===== config.mk =====
export PLATFORM = sky130hd
export DESIGN_NAME = watch_alarm_control
export DESIGN_NICKNAME = d
export VERILOG_FILES = /design/src/rtl/watch_alarm_control.sv
export SDC_FILE = /design/constraint.sdc
export NUM_CORES = 1
export LEC_CHECK = 0
export CAP_MARGIN = 10
export CORE_ASPECT_RATIO = 1.1
export CORE_MARGIN = 3
export CORE_UTILIZATION = 61
export CTS_BUF_LIST = sky130_fd_sc_hd__clkbuf_4 sky130_fd_sc_hd__clkbuf_8
export CTS_CLUSTER_DIAMETER = 40
export DETAILED_ROUTE_END_ITERATION = 10
export PLACE_DENSITY = 0.81
export SLEW_MARGIN = 20
export SYNTH_ARGS = -nofsm -noshare
export SYNTH_HDL_FRONTEND = slang
export SYNTH_SLANG_ARGS = --single-unit

===== constraint.sdc =====
create_clock -name clock -period 6.95 [get_ports clock]
set_clock_uncertainty 0.15 [all_clocks]
set_input_delay 1.39 -clock clock [delete_from_list [all_inputs] [get_ports clock]]
set_output_delay 1.39 -clock clock [all_outputs]
set_load 0.01 [all_outputs]

===== src/rtl/watch_alarm_control.sv =====
// watch_alarm_control
//   Time-of-day keeper (hh:mm:ss) with set mode, alarm-edit mode and
//   ALARM_NUM independent alarms, each with its own enable and a bounded
//   ring duration. Optional snooze support is built when WATCH_SNOOZE_EN
//   is defined; without it the snooze input is ignored.
//
// Ports
//   clock        system clock, rising edge
//   reset        asynchronous active-low reset
//   set          level, selects SET mode (priority over alerm)
//   alerm        level, selects ALARM_EDIT mode
//   alerm_sel    alarm edited/displayed in ALARM_EDIT mode
//   alerm_switch per-alarm enable
//   minute_set   level, increments minute field while held
//   hour_set     level, increments hour field while held
//   snooze       snooze request, rising-edge sensitive
//   time_data    {hh, mm, ss} display data, 8 bits per field, binary
//   alerm_equal  buzzer drive, OR of alerm_active
//   alerm_active per-alarm ringing flags
//   mode         0 = RUN, 1 = SET, 2 = ALARM_EDIT
module watch_alarm_control #(
  parameter int unsigned SECOND_CNT = 50000000,
  parameter int unsigned ALARM_NUM  = 4,
  parameter int unsigned SEL_W      = 2,
  parameter int unsigned SET_DIV    = 1,
  parameter int unsigned RING_SEC   = 60,
  parameter int unsigned SNOOZE_MIN = 5
) (
  input  logic                 clock,
  input  logic                 reset,
  input  logic                 set,
  input  logic                 alerm,
  input  logic [SEL_W-1:0]     alerm_sel,
  input  logic [ALARM_NUM-1:0] alerm_switch,
  input  logic                 minute_set,
  input  logic                 hour_set,
  input  logic                 snooze,
  output logic [23:0]          time_data,
  output logic                 alerm_equal,
  output logic [ALARM_NUM-1:0] alerm_active,
  output logic [1:0]           mode
);

  localparam int unsigned PW = $clog2(SECOND_CNT);
  localparam int unsigned DW = (SET_DIV > 1) ? $clog2(SET_DIV) : 1;
  localparam int unsigned RW = $clog2(RING_SEC + 1);

  typedef enum logic [1:0] {
    MODE_RUN  = 2'd0,
    MODE_SET  = 2'd1,
    MODE_EDIT = 2'd2
  } mode_e;

  function automatic logic [5:0] inc60(input logic [5:0] v);
    return (v == 6'd59) ? 6'd0 : v + 6'd1;
  endfunction

  function automatic logic [4:0] inc24(input logic [4:0] v);
    return (v == 5'd23) ? 5'd0 : v + 5'd1;
  endfunction

  mode_e                        mode_q, mode_d;
  logic [PW-1:0]                pre_q, pre_d;
  logic                         tick, new_min;
  logic                         m_stb, h_stb;
  logic [DW-1:0]                mdiv_q, mdiv_d, hdiv_q, hdiv_d;
  logic [4:0]                   hh_q, hh_d;
  logic [5:0]                   mm_q, mm_d, ss_q, ss_d;
  logic [ALARM_NUM-1:0][4:0]    al_hh_q, al_hh_d;
  logic [ALARM_NUM-1:0][5:0]    al_mm_q, al_mm_d;
  logic [ALARM_NUM-1:0][RW-1:0] ring_q, ring_d;
  logic [ALARM_NUM-1:0]         act_q, act_d;
  logic                         eq_q;
  logic [23:0]                  disp_q, disp_d;
  logic                         sel_hit;
  logic [4:0]                   sel_hh;
  logic [5:0]                   sel_mm;
  logic                         snz_clr;
  logic [ALARM_NUM-1:0]         snz_ring;

  // Mode decode, prescaler, set strobes and time-of-day update.
  always_comb begin
    mode_d = MODE_RUN;
    if (set) begin
      mode_d = MODE_SET;
    end else if (alerm) begin
      mode_d = MODE_EDIT;
    end

    tick    = (mode_q != MODE_SET) && (pre_q == PW'(SECOND_CNT - 1));
    new_min = tick && (ss_q == 6'd59);

    if ((mode_q == MODE_SET) || tick) begin
      pre_d = '0;
    end else begin
      pre_d = pre_q + PW'(1);
    end

    // Strobe on the first held cycle, then every SET_DIV cycles.
    m_stb = minute_set && (mdiv_q == '0);
    h_stb = hour_set && (hdiv_q == '0);
    if (!minute_set || (mdiv_q == DW'(SET_DIV - 1))) begin
      mdiv_d = '0;
    end else begin
      mdiv_d = mdiv_q + DW'(1);
    end
    if (!hour_set || (hdiv_q == DW'(SET_DIV - 1))) begin
      hdiv_d = '0;
    end else begin
      hdiv_d = hdiv_q + DW'(1);
    end

    hh_d = hh_q;
    mm_d = mm_q;
    ss_d = ss_q;
    if (mode_q == MODE_SET) begin
      if (m_stb) mm_d = inc60(mm_q);
      if (h_stb) hh_d = inc24(hh_q);
      if (mode_d != MODE_SET) ss_d = '0;
    end else if (tick) begin
      ss_d = inc60(ss_q);
      if (ss_q == 6'd59) begin
        mm_d = inc60(mm_q);
        if (mm_q == 6'd59) hh_d = inc24(hh_q);
      end
    end
  end

  // Alarm editing and display selection. Out-of-range selects match no
  // alarm, so edits are dropped and the display reads zero.
  always_comb begin
    al_hh_d = al_hh_q;
    al_mm_d = al_mm_q;
    sel_hit = 1'b0;
    sel_hh  = '0;
    sel_mm  = '0;
    for (int unsigned i = 0; i < ALARM_NUM; i++) begin
      if (alerm_sel == SEL_W'(i)) begin
        if (mode_q == MODE_EDIT) begin
          if (m_stb) al_mm_d[i] = inc60(al_mm_q[i]);
          if (h_stb) al_hh_d[i] = inc24(al_hh_q[i]);
        end
        sel_hit = 1'b1;
        sel_hh  = al_hh_d[i];
        sel_mm  = al_mm_d[i];
      end
    end

    if (mode_d == MODE_EDIT) begin
      disp_d = sel_hit ? {3'b000, sel_hh, 2'b00, sel_mm, 8'd0} : '0;
    end else begin
      disp_d = {3'b000, hh_d, 2'b00, mm_d, 2'b00, ss_d};
    end
  end

  // Ring control: start beats decrement, disable and snooze beat start.
  always_comb begin
    act_d  = act_q;
    ring_d = ring_q;
    for (int unsigned i = 0; i < ALARM_NUM; i++) begin
      if (tick && act_q[i]) begin
        ring_d[i] = ring_q[i] - RW'(1);
        if (ring_q[i] == RW'(1)) act_d[i] = 1'b0;
      end
      if (alerm_switch[i] &&
          ((new_min && (al_hh_q[i] == hh_d) && (al_mm_q[i] == mm_d)) ||
           snz_ring[i])) begin
        act_d[i]  = 1'b1;
        ring_d[i] = RW'(RING_SEC);
      end
      if (!alerm_switch[i] || snz_clr) act_d[i] = 1'b0;
    end
  end

`ifdef WATCH_SNOOZE_EN
  logic                 snz_prev_q;
  logic                 snz_arm_q, snz_arm_d;
  logic [4:0]           snz_hh_q, snz_hh_d;
  logic [5:0]           snz_mm_q, snz_mm_d;
  logic [ALARM_NUM-1:0] snz_mask_q, snz_mask_d;
  logic [6:0]           mm_sum;

  always_comb begin
    snz_clr    = snooze && !snz_prev_q && (|act_q);
    mm_sum     = {1'b0, mm_q} + 7'(SNOOZE_MIN);
    snz_arm_d  = snz_arm_q;
    snz_hh_d   = snz_hh_q;
    snz_mm_d   = snz_mm_q;
    snz_mask_d = snz_mask_q;
    snz_ring   = '0;

    if (snz_arm_q && new_min && (hh_d == snz_hh_q) && (mm_d == snz_mm_q)) begin
      snz_ring  = snz_mask_q;
      snz_arm_d = 1'b0;
    end
    // Target is taken from the current time; minute overflow carries into
    // the hour, which itself wraps at midnight.
    if (snz_clr) begin
      snz_arm_d  = 1'b1;
      snz_mask_d = act_q;
      if (mm_sum >= 7'd60) begin
        snz_mm_d = 6'(mm_sum - 7'd60);
        snz_hh_d = inc24(hh_q);
      end else begin
        snz_mm_d = mm_sum[5:0];
        snz_hh_d = hh_q;
      end
    end
    if (mode_q == MODE_SET) snz_arm_d = 1'b0;
  end

  always_ff @(posedge clock or negedge reset) begin
    if (!reset) begin
      snz_prev_q <= 1'b0;
      snz_arm_q  <= 1'b0;
      snz_hh_q   <= '0;
      snz_mm_q   <= '0;
      snz_mask_q <= '0;
    end else begin
      snz_prev_q <= snooze;
      snz_arm_q  <= snz_arm_d;
      snz_hh_q   <= snz_hh_d;
      snz_mm_q   <= snz_mm_d;
      snz_mask_q <= snz_mask_d;
    end
  end
`else
  logic unused_snooze;
  assign unused_snooze = snooze;
  assign snz_clr       = 1'b0;
  assign snz_ring      = '0;
`endif

  always_ff @(posedge clock or negedge reset) begin
    if (!reset) begin
      mode_q  <= MODE_RUN;
      pre_q   <= '0;
      mdiv_q  <= '0;
      hdiv_q  <= '0;
      hh_q    <= '0;
      mm_q    <= '0;
      ss_q    <= '0;
      al_hh_q <= '0;
      al_mm_q <= '0;
      ring_q  <= '0;
      act_q   <= '0;
      eq_q    <= 1'b0;
      disp_q  <= '0;
    end else begin
      mode_q  <= mode_d;
      pre_q   <= pre_d;
      mdiv_q  <= mdiv_d;
      hdiv_q  <= hdiv_d;
      hh_q    <= hh_d;
      mm_q    <= mm_d;
      ss_q    <= ss_d;
      al_hh_q <= al_hh_d;
      al_mm_q <= al_mm_d;
      ring_q  <= ring_d;
      act_q   <= act_d;
      eq_q    <= |act_d;
      disp_q  <= disp_d;
    end
  end

  assign time_data    = disp_q;
  assign alerm_equal  = eq_q;
  assign alerm_active = act_q;
  assign mode         = mode_q;

endmodule


* Word-level counts from Yosys, hierarchy flattened *
Index checks and enable logic that the tools add are counted.

storage, ports and cells
  register bits after elaboration = 144
  input port bits = 13
  output and inout bits = 31
  word-level logic and storage cells = 187

operators by class
  add/sub/neg operators = 18
  equality and inequality tests = 32
  muxes and demuxes = 82
  bitwise gates (word level) = 2
  reductions and logical operators = 31

operators by type and width
  kind                                                    number
  2-to-1 mux 6 bit                                        33
  2-to-1 mux 5 bit                                        22
  2-to-1 mux 21 bit                                       2
  adder 6 x 1 -> 6 bit (second input constant)            6
  equality test 6 bit (second input constant)             6
  adder 26 x 1 -> 26 bit (second input constant)          1
  equality test 26 bit (second input constant)            1
  2-to-1 mux 26 bit                                       1
  adder 5 x 1 -> 5 bit (second input constant)            5
  equality test 5 bit (second input constant)             5
  equality test 6 x 1 -> 1 bit (second input constant)    4
  equality test 6 bit                                     4
  subtractor 6 x 1 -> 6 bit (second input constant)       4
  2-to-1 mux 1 bit                                        22
  equality test 5 bit                                     4
  logical AND 1 bit                                       20
  equality test 2 bit (second input constant)             4
  nonzero test 2 bit                                      4
  equality test 2 x 1 -> 1 bit (second input constant)    2
  2-to-1 mux 2 bit                                        2
  inequality test 2 x 1 -> 1 bit (second input constant)  2
  OR reduction 4 bit                                      1
  logical OR 1 bit                                        3
  adder 1 bit (second input constant)                     2
  3 further kinds                                         5

* Logic depth before layout (Yosys ltp) *
  depth after elaboration = 13
  gate-level depth with buffers = 13
  mapped depth without buffers = 10

* Worst setup path before layout *
No wires, ideal clock.

  kind = input -> register
  start = in minute_set
  end = reg eq_q, in the netlist alerm_equal
  arrival = 3,288 ps
  path slack = 3,436 ps
  cell stages on the path = 10
  path buffers = 1
  cell sequence = nor4bb_1 -> clkbuf_1 -> a311oi_1 -> o2bb2ai_1 -> nand3_1 -> a2111oi_0 -> o2111ai_1 -> nor4_1 -> nor2_1 -> nand4_1

on the way
  cells in the longest elaborated chain, start to end = 9

RTL lines
  item                    line  RTL
  start: declaration      35    input logic minute_set,
  logical AND 1 bit *     100   m_stb = minute_set && (mdiv_q == '0);
  2-to-1 mux 6 bit *      117   if (m_stb) mm_d = inc60(mm_q);
  2-to-1 mux 6 bit *      116   if (mode_q == MODE_SET) begin
  equality test 6 bit     166   ((new_min && (al_hh_q[i] == hh_d) && (al_mm_q[i] == mm_d)) ||
  logical AND 1 bit       166
  logical AND 1 bit       165   if (alerm_switch[i] &&
  2-to-1 mux 1 bit        165
  2-to-1 mux 1 bit        171   if (!alerm_switch[i] || snz_clr) act_d[i] = 1'b0;
  OR reduction 4 bit *    261   eq_q <= |act_d;
  end signal: assignment  261
  end: declaration        73    logic eq_q;

Mark *: on every way between the ends. The rest lies on a longest branch, timed or not.
A chain may end at the register's enable or synchronous reset.

* Worst setup path in the final report *
  start = in minute_set
  end = reg ring_q[7] (netlist name)

on the way
  cells in the longest elaborated chain, start to end = 7

RTL lines
  item                                                    line  RTL
  logical AND 1 bit *                                     100
  2-to-1 mux 6 bit *                                      117
  2-to-1 mux 6 bit *                                      116
  via mm_d[5]                                             68    logic [5:0] mm_q, mm_d, ss_q, ss_d;
  equality test 6 bit *                                   166
  logical AND 1 bit *                                     166
  logical AND 1 bit *                                     165
  2-to-1 mux 6 bit or nonzero test 2 bit (tied branches)  n/a
  end signal: assignment                                  259   ring_q <= ring_d;
  end: declaration                                        71    logic [ALARM_NUM-1:0][RW-1:0] ring_q, ring_d;

Mark *: on every way through the listed nets, which the timed path passes. The rest lies on a longest branch.

==> flow_summary.ini <==
[clock_network]
cts.sinks = 137
cts_htree_levels = 4
holdBufCountCts = 0
clk_pin_slew_worst_paths_ps = 70
cts_max_path_buffers = 2
cts_made_buffers = 17
cts_repair_resize_count = 0
postCtsSetupBuffers = 0
clock_insertion_delay_worst_skew_ps = 460
tritoncts = done
root_buffer = clkbuf_8

[timing]
rsz0062_at_grt = no
fin_crit_ps = 4680
hold_violations = 0
drv_slew = 0
fmax_mhz = 214
fin_worst_hold_slack_ps = 354
totalNegativeSetupSlack_ps = 0
postLayoutSetupSlackWorst_ps = 2270
maxSlewHeadroom_pct = 39.3
post-route-period-util_pct = 67.4
worst_slew_pin_slew_ps = 900
final-setup-viol-count = 0

[synthesis]
post-synth-top-area-cell = dfrtp_1
seq_area_frac_synth_pct = 41.2
syn-mean-instance-area_um2 = 8.91
yosys.cell_types.count = 80
synth_area_mm2 = 0.00833
ys_async_sr_fraction_pct = 100
postSynthCellCount = 935
yosys.area.top_type_share_pct = 41.2
netlist_top_cells_area = dfrtp_1 (41%), xnor2_1 (5.8%), nand2_1 (5.5%), xor2_1 (4.9%), o21ai_0 (3.7%)
synth_flop_cell = dfrtp_1
ys_top_cells_by_count = dfrtp_1 (137), nand2_1 (122), nor2_1 (72)
yosys_register_bits = 137
synth-warning-count = 0
synth.most_common_cell = dfrtp_1
synth-edff-count = 0

[min_path]
hp-class = reg -> reg

[critical_path]
cp_top_family = simple AND/OR/NAND/NOR gates
timing.critical_path.fanout_max = 13
cp.arrival_ps = 4880
endpoint_kind = flop
worstPathBufferInverterCount = 1
timing.critical_path.from_type = input pin
crit_slowest_cell = a222oi_1
critPathKind = in -> reg
cpPeakStageDelay_ps = 680
worstPathCellList = clkdlybuf4s50_1 -> nand4bb_1 -> a222oi_1 -> a22oi_4 -> xor2_1 -> nor4_1 -> nand4_1 -> and2_1
cp.required_ps = 7150

[die]
design.portCount = 44
die_width_um = 117
floorplan.die.height_um = 129
start_util_pct = 62.8
die_area_mm2 = 0.0151
rows = 44
coreArea_mm2 = 0.0133

[place]
gp_congestion = 0.932
dp_hpwl_mm = 14.0
placement.io_buffers = 35
placed_cells_incl_taps = 1123
placed_cell_area_mm2 = 0.00879
dp_slack_ps = 1920

[final_layout]
layout-drive-gt1-share_pct = 7.52
fin_area_mm2 = 0.00921
antenna_cells = 0
nets = 991
area_growth_syn_to_layout_pct = 10.6
final_cell_count_no_fill = 1155
final_core_utilization_pct = 69.4

[global_route]
overflow = 0
grt_pass1_wl_mm = 32.0
grt_pass1_vias = 6511
antenna_found_initial = 0
grt_use_total_pct = 26.6
grt_max_degree = 73

[routing]
vias = 6994
viasPerCell = 6.06
wl_met2_mm = 9.17
top_layer = met4
wirelength_mm = 19.7
met3WireLength_mm = 1.12
post_drt_wl_per_cell_um = 17.0
first_pass_iters = 5
m1WireLength_mm = 8.53
remaining_drc_errors = 0
route.antenna.remaining_nets = 0
drt_iter0_drc = 548

[flow_run]
max_cap_violations = 0

[power_and_ir_drop]
power_leakage_nw = 3.80
fin_total_pwr_mw = 2.27
p_per_area_mw_per_mm2 = 246
ir_worst_vdd_v = 0.000149

[status]
status = finished clean
cells by family after synthesis:
| family | after synthesis | synth area share (%) |
|---|---|---|
| buf+inv | 81 | 4.19 |
| other cells | 1 | 0.0450 |
| fa+ha+maj | 20 | 3.00 |
| mux | 23 | 3.06 |
| simple gates | 381 | 23.1 |
| xor+xnor | 103 | 11.0 |
| compound gates | 189 | 14.5 |
| flops | 137 | 41.2 |
cell usage in the layout, fill, tap and decap left out, types with 8 or more instances in the layout:
master           instances
nor2_1                  72
a21oi_1                 33
nand2b_1                 8
nand2_1                122
nand4_1                 23
mux2_2                  10
and2_1                  19
nand3_1                 38
buf_4                   10
conb_1                   9
clkdlybuf4s50_1         34
o31ai_1                 15
and3_1                   9
xnor2_1                 55
ha_1                    20
o22ai_1                 16
nor2b_1                 10
dfrtp_1                137
clkbuf_8                20
xor2_1                  47
o211ai_1                13
nor3_1                  19
mux2i_1                 12
nor4_1                  13
inv_1                   31
o21ai_0                 62
power by group:
group	total (mW)	internal [mW]	leakage [nW]	switching, mW
clock	0.695	0.397	0.220	0.298
combinational	0.605	0.262	1.83	0.342
sequential	0.967	0.864	1.74	0.103
state kept, by name, summed over array words and instances, names as in the netlist:
name,count
al_hh_q,20
al_mm_q,24
alerm_active,4
alerm_equal,1
hdiv_q,1
hh_q,5
mdiv_q,1
mm_q,6
mode,2
pre_q,26
ring_q,24
ss_q,6
time_data,17
worst register-to-register path, cell delays in order, from the launching register on:
cell and delay, ps:
dfrtp_1 400, ha_1 230, nand3_1 120, or4_1 730, nor4_4 450, o21ai_0 200, and2_1 290, xnor2_1 200
nor4_1 560, nand4_1 470, and2_1 290
worst paths after layout:
| kind | cells after the start | startpoint | to | slack [ps] |
|---|---|---|---|---|
| worst min register to register | 1 | pre_q[0] | pre_q[0] | 350 |
| min in group asynchronous | 1 | reset | pre_q[25] | 770 |
| worst min-delay path | 1 | pre_q[0] | pre_q[0] | 350 |
| max in group asynchronous | 2 | reset | al_hh_q[16] | 4610 |
| worst max register to register | 10 | pre_q[0] | ring_q[7] | 2760 |
| worst max-delay path | 8 | minute_set | ring_q[7] | 2270 |
metal layers:
metal | global-route usage [%] | vias to the layer above
li1 | - | 3329
met1 | 34.6 | 3373
met2 | 41.9 | 234
met3 | 5.36 | 58
met4 | 15.3 | 0
met5 | 0 | -
area by class of cell:
class | count | area (um2)
Clock buffer | 24 | 305
Clock inverter | 8 | 118
Fill cell | 1034 | 4060
Inverter | 32 | 120
Multi-Input combinational cell | 725 | 4580
Sequential cell | 137 | 3430
Tap cell | 184 | 230
Timing Repair Buffer | 45 | 427
(Power assumes the default switching activity.)
